===== src/rtl/prog_clk_divider.sv =====
// Runtime-programmable clock divider with shadowed divisor/high-time, period tick and
// illegal-load flag. New settings take effect only on a period wrap, so clk_out never glitches.
module prog_clk_divider #(
  parameter int CNT_W        = 7,
  parameter int DEFAULT_DIV  = 100,
  parameter int DEFAULT_HIGH = 50
) (
  input  logic             clk_in,
  input  logic             rst_n,
  input  logic             en,
  input  logic             load,
  input  logic [CNT_W-1:0] div_in,
  input  logic [CNT_W-1:0] high_in,
  output logic             clk_out,
  output logic             tick,
  output logic             pending,
  output logic             div_err
);

  // One extra bit so a default divisor of 2^CNT_W is representable.
  localparam int DW = CNT_W + 1;
  localparam logic [DW-1:0] DIV_RST  = DW'(DEFAULT_DIV);
  localparam logic [DW-1:0] HIGH_RST = DW'(DEFAULT_HIGH);

  logic [CNT_W-1:0] cnt_q, cnt_nxt;
  logic [DW-1:0]    div_q, div_nxt;
  logic [DW-1:0]    high_q, high_nxt;
  logic [DW-1:0]    shd_div_q, shd_div_nxt;
  logic [DW-1:0]    shd_high_q, shd_high_nxt;
  logic             pending_q, pending_nxt;
  logic             clk_out_q, clk_out_nxt;
  logic             tick_q, div_err_q;
  logic             wrap, apply, legal;

  function automatic logic load_legal(input logic [CNT_W-1:0] d, input logic [CNT_W-1:0] h);
    return (d >= CNT_W'(2)) && (h >= CNT_W'(1)) && (h <= d - CNT_W'(1));
  endfunction

  // High phase occupies the last h counts of the period.
  function automatic logic clk_level(input logic [CNT_W-1:0] c, input logic [DW-1:0] d,
                                     input logic [DW-1:0] h);
    return {1'b0, c} >= (d - h);
  endfunction

  always_comb begin
    wrap         = en && ({1'b0, cnt_q} == (div_q - DW'(1)));
    apply        = wrap && pending_q;
    legal        = load && load_legal(div_in, high_in);

    cnt_nxt      = cnt_q;
    div_nxt      = div_q;
    high_nxt     = high_q;
    shd_div_nxt  = shd_div_q;
    shd_high_nxt = shd_high_q;
    pending_nxt  = pending_q;

    if (wrap) begin
      cnt_nxt = '0;
    end else if (en) begin
      cnt_nxt = cnt_q + CNT_W'(1);
    end

    // The wrap consumes the old shadow; a load on the same edge refills it.
    if (apply) begin
      div_nxt     = shd_div_q;
      high_nxt    = shd_high_q;
      pending_nxt = 1'b0;
    end
    if (legal) begin
      shd_div_nxt  = {1'b0, div_in};
      shd_high_nxt = {1'b0, high_in};
      pending_nxt  = 1'b1;
    end

    clk_out_nxt = clk_level(cnt_nxt, div_nxt, high_nxt);
  end

  always_ff @(posedge clk_in or negedge rst_n) begin
    if (!rst_n) begin
      cnt_q      <= '0;
      div_q      <= DIV_RST;
      high_q     <= HIGH_RST;
      shd_div_q  <= DIV_RST;
      shd_high_q <= HIGH_RST;
      pending_q  <= 1'b0;
      clk_out_q  <= 1'b0;
      tick_q     <= 1'b0;
      div_err_q  <= 1'b0;
    end else begin
      cnt_q      <= cnt_nxt;
      div_q      <= div_nxt;
      high_q     <= high_nxt;
      shd_div_q  <= shd_div_nxt;
      shd_high_q <= shd_high_nxt;
      pending_q  <= pending_nxt;
      clk_out_q  <= clk_out_nxt;
      tick_q     <= wrap;
      div_err_q  <= load && !legal;
    end
  end

  assign clk_out = clk_out_q;
  assign tick    = tick_q;
  assign pending = pending_q;
  assign div_err = div_err_q;

endmodule


===== config.mk =====
export PLATFORM = sky130hd
export DESIGN_NAME = prog_clk_divider
export DESIGN_NICKNAME = d
export VERILOG_FILES = /design/src/rtl/prog_clk_divider.sv
export SDC_FILE = /design/constraint.sdc
export NUM_CORES = 1
export LEC_CHECK = 0
export BUFFER_PORTS_ARGS = -buffer_cell sky130_fd_sc_hd__buf_2
export CAP_MARGIN = 0
export CORE_UTILIZATION = 35
export DETAILED_ROUTE_END_ITERATION = 6
export GPL_ROUTABILITY_DRIVEN = 0
export GPL_TIMING_DRIVEN = 0
export SYNTH_ARGS = -nofsm -noshare
export SYNTH_HDL_FRONTEND = slang
export SYNTH_SLANG_ARGS = --single-unit
export TNS_END_PERCENT = 10

===== constraint.sdc =====
create_clock -name clk_in -period 9.1 [get_ports clk_in]
set_input_delay 2.275 -clock clk_in [delete_from_list [all_inputs] [get_ports clk_in]]
set_output_delay 2.275 -clock clk_in [all_outputs]
set_load 0.01 [all_outputs]

=== Yosys cells after proc, flatten, opt, wreduce, memory -nomap -nowiden ===
Cells that the tools add are included.

* Input port bits: 18
* Output and inout port bits: 4
* Word-level logic and storage cells: 32
* Flip-flop bits (word level): 41

* $lt $le $gt $ge: 4
* Add/subtract/negate cells: 4
* Equal/unequal tests: 1
* Mux-type cells: 6
* Reductions and logical operators: 8

{| class="wikitable"
|+ Operator list
! kind !! count
|-
| 8-bit two-way mux || 2
|-
| 7-bit two-way mux || 2
|-
| 7-bit by 8-bit == test with 1-bit output || 1
|-
| 7-bit by 8-bit greater-or-equal comparator with 1-bit output || 1
|-
| 8-bit by 1-bit subtractor with 8-bit output, second input constant || 1
|-
| 8-bit subtractor || 1
|-
| 7-bit by 1-bit adder with 7-bit output, second input constant || 1
|-
| 7-bit by 1-bit greater-or-equal comparator with 1-bit output, second input constant || 1
|-
| 7-bit by 2-bit greater-or-equal comparator with 1-bit output, second input constant || 1
|-
| 7-bit less-or-equal comparator || 1
|-
| 7-bit by 1-bit subtractor with 7-bit output, second input constant || 1
|-
| 1-bit logical AND || 6
|-
| 1-bit two-way mux || 2
|-
| 2-bit nonzero test || 1
|-
| 1-bit zero test || 1
|}

=== Logic depth before layout (Yosys ltp) ===
* Depth after elaboration: 7
* Mapped depth: 22
* Depth with buffers taken out: 21

=== Worst setup path before layout ===
No wires, ideal clock.

* Kind: input to register
* From: input en
* To: register clk_out_q (netlist: clk_out)
* Buffers on the path: 2
* Path slack: 3.257 ns
* Arrival time: 5.756 ns
* Required time: 9.013 ns
* Stages on the path: 19
* Setup time: 0.087 ns
* Path through: clkbuf_1 -> nand3_1 -> a21oi_1 -> and4b_1 -> nand2_1 -> buf_2 -> mux2_1 -> ha_1 -> inv_1 -> ha_1 -> a21oi_1 -> maj3_1 -> maj3_1 -> mux2_2 -> xor2_1 -> ha_1 -> a21oi_1 -> o21a_1 -> a211oi_2

* Cells in the longest elaborated chain, start to end: 5
* Elaborated cells between the ends (all ways): 8
* Classes of those cells: 1 x add/sub; 1 x order compare; 4 x mux; 2 x reduce/logical

{| class="wikitable"
|+ RTL lines
! what !! RTL line !! RTL
|-
| start, declared || 10 || <nowiki>input logic en,</nowiki>
|-
| 1-bit logical AND || 46 || <nowiki>wrap = en && ({1'b0, cnt_q} == (div_q - DW'(1)));</nowiki>
|-
| 1-bit logical AND || 47 || <nowiki>apply = wrap && pending_q;</nowiki>
|-
| 8-bit two-way mux || 64 || <nowiki>if (apply) begin</nowiki>
|-
| named net high_nxt[0] || 27 || <nowiki>logic [DW-1:0] high_q, high_nxt;</nowiki>
|-
| 8-bit subtractor || 42 || <nowiki>return {1'b0, c} >= (d - h);</nowiki>
|-
| 7-bit by 8-bit greater-or-equal comparator with 1-bit output || 42 ||
|-
| named net clk_out_nxt || 31 || <nowiki>logic clk_out_q, clk_out_nxt;</nowiki>
|-
| end signal, assigned || 96 || <nowiki>clk_out_q <= clk_out_nxt;</nowiki>
|-
| end, declared || 31 ||
|}

The timed path passes the listed nets, and every way through them passes these cells.
A chain may end at the register's enable or synchronous reset.

=== Final worst setup path ===
Same ends and word-level chain as after synthesis.

==> impl_metrics.json <==
{
  "status": "finished, final reports clean",
  "drive_gt1_share_pct": 23.9,
  "synth_top_family_by_area": "adder cells",
  "grt_pass1_vias": 1968,
  "ctsResizeCount": 0,
  "final_cell_mix": "dfrtp_1, buf_2, ha_1",
  "grt_pass1_wl_mm": 9.38,
  "synth_seq_area_share_pct": 38.0,
  "dieArea_sq_mm": 0.00819,
  "wl_per_cell_microns": 13.5,
  "fin_total_pwr_uw": 556,
  "peakVddDrop_mv": 0.0845,
  "cp.arrival_ns": 6.22,
  "crit_path_start_kind": "primary input",
  "layout_commonest_cell": "dfrtp_1",
  "globalRouteTotalUtil_pct": 14.5,
  "seq_power_share_pct": 44.7,
  "io_buffers": 20,
  "clock_skew_ns": 0.00799,
  "post-cts-setup-buffers": 0,
  "clk_path_buf_depth": 2,
  "synth_ff_type": "dfrtp_1",
  "clock_power_share_pct": 22.3,
  "tightest_slew_ns": 0.933,
  "cts_sinks": 41,
  "setup_viol": 0,
  "cts_root_buf": "clkbuf_8",
  "dp_hpwl_mm": 4.24,
  "intPower_uw": 365,
  "yosys-top-cells-area": "dfrtp_1, dfstp_2, ha_1",
  "cts.clk_slew.worst_paths_ns": 0.08,
  "synth_seq_cells": 41,
  "yosys_warnings": 0,
  "syn-num-nets": 310,
  "area_delta_synth_final_pct": 11.5,
  "finalHoldViolCount": 0,
  "antenna_cells": 0,
  "grt_overflow_total": 0,
  "crit_path_top_delay_cell": "mux2_1",
  "critPathTopFamily": "adder cells",
  "combPwrFrac_pct": 32.9,
  "cts_max_level": 2,
  "setup_tns_ns": 0,
  "met3_usage_pct": 2.53,
  "synthMuxAreaShare_pct": 11.6,
  "synthCells": 269,
  "relSlewSlack_pct": 37.8,
  "fillers": 743,
  "critical_path_class": "in2reg",
  "io_pins": 22,
  "rows": 31,
  "first_iter_violations": 82,
  "ant_nets": 0,
  "path_buf_inv": 3,
  "rsz0062_at_grt": "no",
  "top_usage_layer": "met2",
  "cts_inserted_buffers": 5,
  "p_leak_nw": 1.45,
  "p_per_area_mw_per_mm2": 182,
  "dieHeight_microns": 90.5,
  "cp-end-kind": "flop",
  "synth.cell_area_sq_mm": 0.00274,
  "cts_tree": "yes",
  "vias": 1943,
  "maxCapViolations": 0,
  "synth-xor-area-share_pct": 11.5,
  "grt_util_met2_pct": 23.4,
  "cts_hold_buf": 0,
  "synth_edf_count": 0,
  "yosysTopAreaCell": "dfrtp_1",
  "synth_top_area_share_pct": 26.5,
  "coreArea_sq_mm": 0.00741,
  "ys_async_sr_fraction_pct": 100,
  "p_sw_share_pct": 34.3,
  "ys_types": 45,
  "vias_per_cell": 4.91,
  "hold_path.class": "reg2reg",
  "die_w_microns": 90.5,
  "p_sw_uw": 191,
  "grt_max_degree": 42,
  "fin_crit_sh_pct": 66.3,
  "whs_ns": 0.500,
  "critical-path-max-stage-delay_ns": 0.38,
  "synth-adder-area-share_pct": 13.6,
  "fin_nets": 337,
  "slew_viol_final": 0,
  "firstDrtPassIters": 4,
  "cp_cell_sequence": "clkbuf_1 > nand3_1 > a21oi_1 > and4b_1 > nand2_1 > buf_2 > mux2_1 > ha_1 > inv_1 > ha_1 > a21oi_1 > maj3_1 > maj3_1 > mux2_2 > mux2i_1 > ha_1 > a21oi_1 > o21a_1 > a211oi_2",
  "finalCriticalPeriod_ns": 6.04,
  "drc": 0,
  "finalWirelength_mm": 5.35,
  "insertion_delay_ns": 0.31,
  "fmax_mhz": 166,
  "crit_fanout": 10,
  "syn_area_per_cell_sq_um": 10.2,
  "start_util_pct": 37.0,
  "grtUsageMet1_pct": 19.5,
  "synth-simple-area-share_pct": 12.1,
  "antenna_found_initial": 0,
  "synth-compound-area-share_pct": 9.08,
  "crit_required_ns": 9.28
}
==> power groups by stage <==
stage	Combinational [mW]	Sequential, mW	Clock (mW)
6_report	0.183	0.249	0.124
5_1_grt	0.209	0.255	0.134
4_1_cts	0.186	0.249	0.129
3_5_place_dp	0.185	0.253	0
3_3_place_gp	0.179	0.251	0
2_1_floorplan	0.143	0.245	0
==> cells in the mapped netlist, types with 2 or more instances <==
master / count
dfrtp_1: 29
ha_1: 23
inv_1: 19
mux2_2: 19
xnor2_1: 19
nor2_1: 17
xor2_1: 17
nand2_1: 15
dfstp_2: 12
a21oi_1: 10
mux2i_1: 7
nor3_1: 6
buf_2: 5
maj3_1: 5
o21a_1: 5
o21ai_1: 5
a21o_1: 4
clkbuf_1: 4
nand2b_1: 4
nand3_1: 4
nor2b_1: 4
maj3_2: 3
mux2_1: 3
nand4_1: 3
o21ai_0: 3
and2_1: 2
and3_1: 2
and4b_1: 2
or4_1: 2
==> cell families (layout without fill, tap and decap cells) <==
logic type	count (synthesis)	count (layout)
AO/OA/AOI/OAI	38	38
XOR/XNOR	36	36
adder cells (fa/ha/maj)	31	31
buffers and inverters	29	57
flip-flops	41	41
multiplexers	29	29
AND/OR/NAND/NOR	65	65
==> per-stage QoR <==
stage / util [%] / cells / setup slack, ns / cell area [sq um]
finish: 41.3 / 396 / 3.06 / 3060
global route: 41.3 / 396 / 2.83 / 3060
CTS: 41.3 / 396 / 3.07 / 3060
detailed placement: 40.0 / 388 / 2.76 / 2970
global placement: 40.0 / 388 / 2.81 / 2970
floorplan: - / 269 / 3.26 / 2740
==> per-layer routing <==
| layer | vias to the layer above | share of wire [%] |
|---|---|---|
| met5 | - | 0 |
| met4 | 0 | 1.3 |
| met3 | 8 | 2.5 |
| met2 | 33 | 46 |
| met1 | 918 | 50 |
| li1 | 984 | - |
==> state kept, by name, indices dropped and copies added, names as in the netlist, named ones only <==
| signal | cells |
|---|---|
| high_q | 8 |
| cnt_q | 7 |
| div_q | 7 |
| shd_div_q | 7 |
| shd_high_q | 7 |
| clk_out | 1 |
| div_err | 1 |
| pending | 1 |
| tick | 1 |
==> worst reg2reg max path: stages (launching register included) <==
cell and delay, ns:
dfrtp_1 0.48, inv_2 0.12, ha_1 0.21, nand2_1 0.06, or4_1 0.40, a21oi_1 0.33, nand2_1 0.15, buf_2 0.23
mux2_1 0.38, ha_1 0.25, inv_1 0.07, ha_1 0.16, a21oi_1 0.07, maj3_1 0.38, maj3_1 0.35, mux2_2 0.30
mux2i_1 0.20, ha_1 0.27, a21oi_1 0.15, o21a_1 0.16, a211oi_2 0.04
==> cell type report <==
type	instances	area [sq um]	area share [%]
inverters	20	75.1	2.46
clock buffers	5	68.8	2.25
flip-flops and latches	41	1040	34.1
repair buffers	20	100	3.27
plain buffers	9	40.0	1.31
multi-input cells	199	1590	51.9
well taps	99	124	4.05
clock inverters	3	22.5	0.737
==> path summary, 6_finish.rpt <==
kind,startpoint,end,depth (start not counted),slack [ns]
hold / removal,high_q[1]$_DFF_PN1_,high_q[1]$_DFF_PN1_,2,0.50
setup / recovery,en,clk_out$_DFF_PN0_,19,3.06
min in group asynchronous,rst_n,cnt_q[1]$_DFF_PN0_,1,2.10
max in group asynchronous,rst_n,cnt_q[5]$_DFF_PN0_,1,6.41
setup reg to reg,div_q[1]$_DFF_PN0_,clk_out$_DFF_PN0_,20,4.23
hold reg to reg,high_q[1]$_DFF_PN1_,high_q[1]$_DFF_PN1_,2,0.50
Power figures use the tool's default switching activity.
